[src/rtl/bip_core.sv]
// bip_core: accumulator processor core with request/acknowledge memory ports.
//
// Fetches DB-bit instructions (opcode = instr[4:0], operand = instr[DB-1:5])
// from program memory and executes them against a single accumulator. Both
// memories may insert any number of wait states via their ack inputs.
//
// Optional feature: define BIP_BRANCH_EN to add BEQ/BNE/JMP (opcodes 01000-01010).
// Without it those opcodes behave as NOPs.
//
// Ports:
//   clk       rising-edge clock
//   Clear     synchronous active-high reset; also masks all requests
//   im_addr   instruction address (= pc)
//   im_req    instruction fetch request
//   im_data   instruction word, valid with im_ack
//   im_ack    fetch complete
//   dm_addr   data address (= operand[AB-1:0])
//   dm_wdata  store data (= acc)
//   dm_rd     load request
//   dm_wr     store request
//   dm_rdata  load data, valid with dm_ack
//   dm_ack    data access complete
//   acc       accumulator (registered)
//   pc        program counter (registered)
//   halted    core stopped on HLT

module bip_core #(
    parameter int unsigned AB = 11,
    parameter int unsigned DB = 16
) (
    input  logic          clk,
    input  logic          Clear,
    output logic [AB-1:0] im_addr,
    output logic          im_req,
    input  logic [DB-1:0] im_data,
    input  logic          im_ack,
    output logic [AB-1:0] dm_addr,
    output logic [DB-1:0] dm_wdata,
    output logic          dm_rd,
    output logic          dm_wr,
    input  logic [DB-1:0] dm_rdata,
    input  logic          dm_ack,
    output logic [DB-1:0] acc,
    output logic [AB-1:0] pc,
    output logic          halted
);

    typedef enum logic [1:0] {
        StFetch,
        StExec,
        StHalt
    } state_e;

    localparam logic [4:0] OpHlt  = 5'b00000;
    localparam logic [4:0] OpSto  = 5'b00001;
    localparam logic [4:0] OpLd   = 5'b00010;
    localparam logic [4:0] OpLdi  = 5'b00011;
    localparam logic [4:0] OpAdd  = 5'b00100;
    localparam logic [4:0] OpAddi = 5'b00101;
    localparam logic [4:0] OpSub  = 5'b00110;
    localparam logic [4:0] OpSubi = 5'b00111;
`ifdef BIP_BRANCH_EN
    localparam logic [4:0] OpBeq  = 5'b01000;
    localparam logic [4:0] OpBne  = 5'b01001;
    localparam logic [4:0] OpJmp  = 5'b01010;
`endif

    state_e        state_q, state_d;
    logic [AB-1:0] pc_q, pc_d;
    logic [DB-1:0] acc_q, acc_d;
    logic [DB-1:0] ir_q, ir_d;

    logic [4:0]    opcode;
    logic [DB-6:0] operand;
    logic [DB-1:0] imm;

    assign opcode   = ir_q[4:0];
    assign operand  = ir_q[DB-1:5];
    assign imm      = {{5{operand[DB-6]}}, operand};

    assign im_addr  = pc_q;
    assign dm_addr  = operand[AB-1:0];
    assign dm_wdata = acc_q;
    assign acc      = acc_q;
    assign pc       = pc_q;
    assign halted   = (state_q == StHalt);

    always_comb begin
        state_d = state_q;
        pc_d    = pc_q;
        acc_d   = acc_q;
        ir_d    = ir_q;
        im_req  = 1'b0;
        dm_rd   = 1'b0;
        dm_wr   = 1'b0;

        case (state_q)
            StFetch: begin
                im_req = 1'b1;
                if (im_ack) begin
                    ir_d    = im_data;
                    pc_d    = pc_q + 1'b1;
                    state_d = StExec;
                end
            end
            StExec: begin
                // Memory opcodes override this with StExec until dm_ack.
                state_d = StFetch;
                case (opcode)
                    OpHlt: state_d = StHalt;
                    OpSto: begin
                        dm_wr = 1'b1;
                        if (!dm_ack) state_d = StExec;
                    end
                    OpLd: begin
                        dm_rd = 1'b1;
                        if (dm_ack) acc_d = dm_rdata;
                        else        state_d = StExec;
                    end
                    OpLdi: acc_d = imm;
                    OpAdd: begin
                        dm_rd = 1'b1;
                        if (dm_ack) acc_d = acc_q + dm_rdata;
                        else        state_d = StExec;
                    end
                    OpAddi: acc_d = acc_q + imm;
                    OpSub: begin
                        dm_rd = 1'b1;
                        if (dm_ack) acc_d = acc_q - dm_rdata;
                        else        state_d = StExec;
                    end
                    OpSubi: acc_d = acc_q - imm;
`ifdef BIP_BRANCH_EN
                    OpBeq: if (acc_q == '0) pc_d = operand[AB-1:0];
                    OpBne: if (acc_q != '0) pc_d = operand[AB-1:0];
                    OpJmp: pc_d = operand[AB-1:0];
`endif
                    default: ;
                endcase
            end
            StHalt: ;
            default: state_d = StFetch;
        endcase

        // A request in flight during Clear is abandoned.
        if (Clear) begin
            im_req = 1'b0;
            dm_rd  = 1'b0;
            dm_wr  = 1'b0;
        end
    end

    always_ff @(posedge clk) begin
        if (Clear) begin
            state_q <= StFetch;
            pc_q    <= '0;
            acc_q   <= '0;
            ir_q    <= '0;
        end else begin
            state_q <= state_d;
            pc_q    <= pc_d;
            acc_q   <= acc_d;
            ir_q    <= ir_d;
        end
    end

endmodule

[config.mk]
export PLATFORM = sky130hd
export DESIGN_NAME = bip_core
export DESIGN_NICKNAME = d
export VERILOG_FILES = /design/src/rtl/bip_core.sv
export SDC_FILE = /design/constraint.sdc
export NUM_CORES = 1
export LEC_CHECK = 0
export CAP_MARGIN = 40
export CORE_MARGIN = 2
export CORE_UTILIZATION = 30
export DETAILED_ROUTE_END_ITERATION = 8
export RECOVER_POWER = 100
export SYNTH_ARGS = -nofsm -noshare
export SYNTH_HDL_FRONTEND = slang
export SYNTH_SLANG_ARGS = --single-unit
[constraint.sdc]
create_clock -name clk -period 8.3 [get_ports clk]
set_input_delay 2.075 -clock clk [delete_from_list [all_inputs] [get_ports clk]]
set_output_delay 2.075 -clock clk [all_outputs]
set_load 0.02 [all_outputs]
Yosys cells after proc, flatten, opt, wreduce, memory -nomap -nowiden --
Cells that the tools add are included.
Storage, ports and cells: flip-flop bits (word level) 45, bits of input ports 36, output and inout port bits 69, word-level logic and storage cells 47
Operators by class: add/sub/neg operators 5, equal/unequal tests 13, mux-type cells 16, bitwise logic cells 1, reductions and logical operators 8
Operators with widths (count):
- 16-bit one-hot mux with 6 select lines | 1
- 16-bit two-way mux | 3
- 16-bit adder | 2
- 16-bit subtractor | 2
- 5-bit by 3-bit equality test with 1-bit output (second input constant) | 4
- 11-bit by 1-bit adder with 11-bit output (second input constant) | 1
- 5-bit by 2-bit equality test with 1-bit output (second input constant) | 2
- 1-bit two-way mux | 9
- 2-bit != test (second input constant) | 4
- 2-bit one-hot mux with 3 select lines | 1
- 6-bit nonzero test | 1
- 5-bit by 1-bit equality test with 1-bit output (second input constant) | 1
- 5-bit logical NOT | 1
- 5-bit AND reduction | 1
- 2-bit one-hot mux with 2 select lines | 1
- 2-bit AND reduction | 2
- 4-bit OR reduction | 1
- 3-bit OR reduction | 1
- 2-bit by 1-bit equality test with 1-bit output (second input constant) | 1
- 2-bit equality test (second input constant) | 1
- 2-bit logical NOT | 1
- 2-bit two-way mux | 1
- 1-bit NOT | 1

Logic depth before layout (Yosys ltp) --
depth in word-level cells 5, depth in mapped cells 16, gate-level depth less buffers 16

Worst setup path before layout --
OpenSTA, ideal clock, no wires.
path type input to output, from input Clear, to output dm_wr, arrival 2.977 ns, data required time 6.225 ns, setup slack 3.248 ns, stages on the path 3, buffers on the path 2, cell sequence clkbuf_1 clkbuf_1 nor3_1
Between the ends: longest elaborated chain between the ends 1
RTL lines:
- start, declared | line 32 | input logic Clear,
- 1-bit two-way mux | line 146 | if (Clear) begin
- end, declared | line 40 | output logic dm_wr,
No other way between the ends.

Final worst setup path --
from input Clear, to output dm_rd
Between the ends: longest elaborated chain between the ends 1
RTL lines:
- 1-bit two-way mux | line 146
- end, declared | line 39 | output logic dm_rd,
No other way between the ends.

==> flow_metrics.env <==
export IMPL_status="finished clean"
export IMPL_dp_hpwl_mm=8.55
export IMPL_path_cells="clkbuf_1, clkbuf_1, nor4_1, dlygate4sd3_1"
export IMPL_clock_power_share_pct=32.9
export IMPL_drt_iter0_drc=166
export IMPL_n_fill_cell=1299
export IMPL_root_buffer="clkbuf_16"
export IMPL_layout_common_cells="dlygate4sd3_1, nand2_1, nor2_1"
export IMPL_io_buffers=104
export IMPL_timing_rr_start="ir_q[3]$_SDFFE_PP0P_"
export IMPL_synth_ff_type="dfxtp_1"
export IMPL_reg2reg_slack_ps=3860
export IMPL_pwr_share_seq_pct=37.6
export IMPL_final_hold_violation_count=0
export IMPL_crit_path_start="Clear"
export IMPL_ctsHoldBuffers=0
export IMPL_crit_fanout=33
export IMPL_reg2reg_to="acc[14]$_SDFFE_PP0P_"
export IMPL_critPathCaptureType="output port"
export IMPL_wl_met2_mm=4.92
export IMPL_die_w_um=116
export IMPL_synthDistinctLibCells=61
export IMPL_r2r_cells=14
export IMPL_drt_total_wl_mm=11.1
export IMPL_htreeDepth=2
export IMPL_worstPathArrival_ps=4660
export IMPL_vias=3809
export IMPL_ir_worst_vdd_v=0.0000772
export IMPL_drc=0
export IMPL_rows=41
export IMPL_crit_top_cell="clkbuf_1"
export IMPL_place_congestion=0.895
export IMPL_syn_nets=574
export IMPL_clk_latency_ps=300
export IMPL_regArea_sq_um=901
export IMPL_endpoint="dm_rd"
export IMPL_pwr_share_comb_pct=29.5
export IMPL_ant_nets=0
export IMPL_startpoint_type="primary input"
export IMPL_num_nets_final=626
export IMPL_wirelength_met1_mm=5.19
export IMPL_internal_power_uw=425
export IMPL_drv_slew=0
export IMPL_cts_setup_buffers=0
export IMPL_wire_per_inst_um=14.9
export IMPL_crit_type="in -> out"
export IMPL_grt_pass1_vias=3532
export IMPL_drive_gt1_share_pct=3.50
export IMPL_switchingPower_uw=224
export IMPL_final_min_clock_period_ps=6730
export IMPL_cp_buffers_inverters=3
export IMPL_antenna_cells=0
export IMPL_tritoncts="done"
export IMPL_sw_frac_of_total_pct=34.5
export IMPL_globalRouteOverflowTotal=0
export IMPL_post_place_ws_ps=2460
export IMPL_cp_slowest_cell="clkbuf_1"
export IMPL_post_cts_resize_count=0
export IMPL_clkTransAtPathRegs_ps=70
export IMPL_synth_edff_count=0
export IMPL_max_slew_margin_pct=2.32
export IMPL_async_reset_ff_share_pct=0
export IMPL_wl_met3_um=772
export IMPL_worst_slack_ps=1570
export IMPL_total_leakage_power_uw=0.00198
export IMPL_cp_top_family="buffers and inverters"
export IMPL_io_pins=105
export IMPL_syn_inst=518
export IMPL_multi_input_area_sq_um=2430
export IMPL_worst_pin_slew_ps=1470
export IMPL_fin_tns_setup_ps=0
export IMPL_antenna_found_initial=0
export IMPL_routed_top_layer="met4"
export IMPL_syn_to_final_growth_pct=27.0
export IMPL_path_depth=4
export IMPL_dieHeight_um=116
export IMPL_ys_seq_elements=45
export IMPL_max_stage_delay_ps=1130
export IMPL_maxCapViolCount=0
export IMPL_timing_final_crit_share_pct=81.1
export IMPL_worstPathRequired_ps=6230
export IMPL_final_common_cell="dlygate4sd3_1"
export IMPL_synth_seq_area_share_pct=23.8
export IMPL_max_freq_mhz=149
export IMPL_first_pass_iters=5
export IMPL_cts_sinks=45
export IMPL_setup_viol=0
export IMPL_rsz0062_at_grt="false"
export IMPL_start_util_pct=30.4
export IMPL_fin_skew_ps=8.72
export IMPL_finalPower_uw=649
export IMPL_dieArea_sq_um=13500
export IMPL_via_per_inst=5.13
export IMPL_grt_pass1_wl_mm=17.9
export IMPL_cts_buffers=5
export IMPL_syn_avg_cell_area_sq_um=7.31
export IMPL_cts_path_max_buffers=2
export IMPL_grt_max_degree=34
export IMPL_hold_path_class="reg -> reg"
export IMPL_p_per_area_nw_per_um2=135
export IMPL_syn_area_sq_um=3790
export IMPL_grt_usage_pct=16.6
export IMPL_core_sq_um=12500
export IMPL_ys_warn_count=0
[sequential cells by signal (all words and copies together), names as in the netlist]
signal,cells
ir_q,16
im_addr,11
state_q,2
acc,16
[worst min-delay path by stage]
stage | start | to | slack, ps | depth (start not counted)
floorplan | ir_q[4]$_SDFFE_PP0P_ | ir_q[4]$_SDFFE_PP0P_ | 440 | 2
global placement | ir_q[4]$_SDFFE_PP0P_ | ir_q[4]$_SDFFE_PP0P_ | 460 | 2
detailed placement | ir_q[4]$_SDFFE_PP0P_ | ir_q[4]$_SDFFE_PP0P_ | 470 | 2
CTS | ir_q[4]$_SDFFE_PP0P_ | ir_q[4]$_SDFFE_PP0P_ | 480 | 2
global route | ir_q[4]$_SDFFE_PP0P_ | ir_q[4]$_SDFFE_PP0P_ | 510 | 2
finish | ir_q[4]$_SDFFE_PP0P_ | ir_q[4]$_SDFFE_PP0P_ | 470 | 2
[logic make-up (layout without fill, tap and decap cells)]
logic type,after synthesis,count (layout),synth area share (%)
AOI/OAI and AO/OA,135,135,22.6
xor gates and xnor gates,35,35,8.09
and+or+nand+nor,204,204,26.0
buffers and inverters,74,127,11.4
muxes,5,5,1.32
DFF,45,45,23.8
adders and majority gates,20,20,6.80
[metal layers]
metal / track usage, % / vias up
met4: 4.05 / 0
met2: 26.5 / 143
li1: - / 1908
met1: 22.7 / 1744
met5: 0 / -
met3: 3.74 / 14
[worst min-delay path: stages (launching register included)]
cell and delay, ps:
dfxtp_1 320, nand2_1 50, a21oi_1 50
[layout make-up]
type | count | area share (%)
repair buffers | 108 | 22.2
clock buffers | 5 | 2.60
inverters | 11 | 0.858
flip-flops and latches | 45 | 18.7
multi-input cells | 399 | 50.6
well taps | 172 | 4.47
clock inverters | 3 | 0.546
[cell usage after synthesis, drive strengths merged (3+ instances only)]
library cell / count / area (sq um)
o21ai: 29 / 145
a221oi: 5 / 43.8
a21oi: 47 / 235
or3: 8 / 50.1
buf: 46 / 327
and3: 5 / 31.3
nand3: 9 / 45.0
o31ai: 4 / 30.0
o22ai: 3 / 18.8
mux2i: 5 / 50.1
nor2b: 4 / 25.0
dfxtp: 45 / 901
ha: 19 / 238
xor2: 19 / 166
nor2: 63 / 236
nand2b: 3 / 18.8
o21a: 7 / 52.6
nand2: 70 / 265
nor4: 6 / 50.0
inv: 11 / 41.3
a21boi: 4 / 30.0
and2: 3 / 18.8
a311oi: 7 / 61.3
a22oi: 9 / 67.6
nor4b: 3 / 41.3
xnor2: 16 / 140
a211oi: 5 / 42.5
nand4: 3 / 18.8
clkbuf: 17 / 63.8
nor3: 16 / 91.3
[metrics by stage]
stage | hold WS, ps | area (sq um) | cells | util [%]
after CTS | 477 | 4850 | 743 | 38.9
after floorplan | 445 | 3790 | 518 | -
after global placement | 465 | 4660 | 732 | 37.4
after global routing | 511 | 4810 | 743 | 38.6
after detailed placement | 467 | 4700 | 735 | 37.7
final | 474 | 4810 | 743 | 38.6
[power groups by stage]
stage          clock network, uW  logic [uW]  registers (uW)
4_1_cts                      218         197             245
2_1_floorplan                  0         136             244
3_3_place_gp                   0         189             251
5_1_grt                      230         213             247
6_report                     213         191             244
3_5_place_dp                   0         195             250
Note: power is estimated with default switching activity, not from simulation.
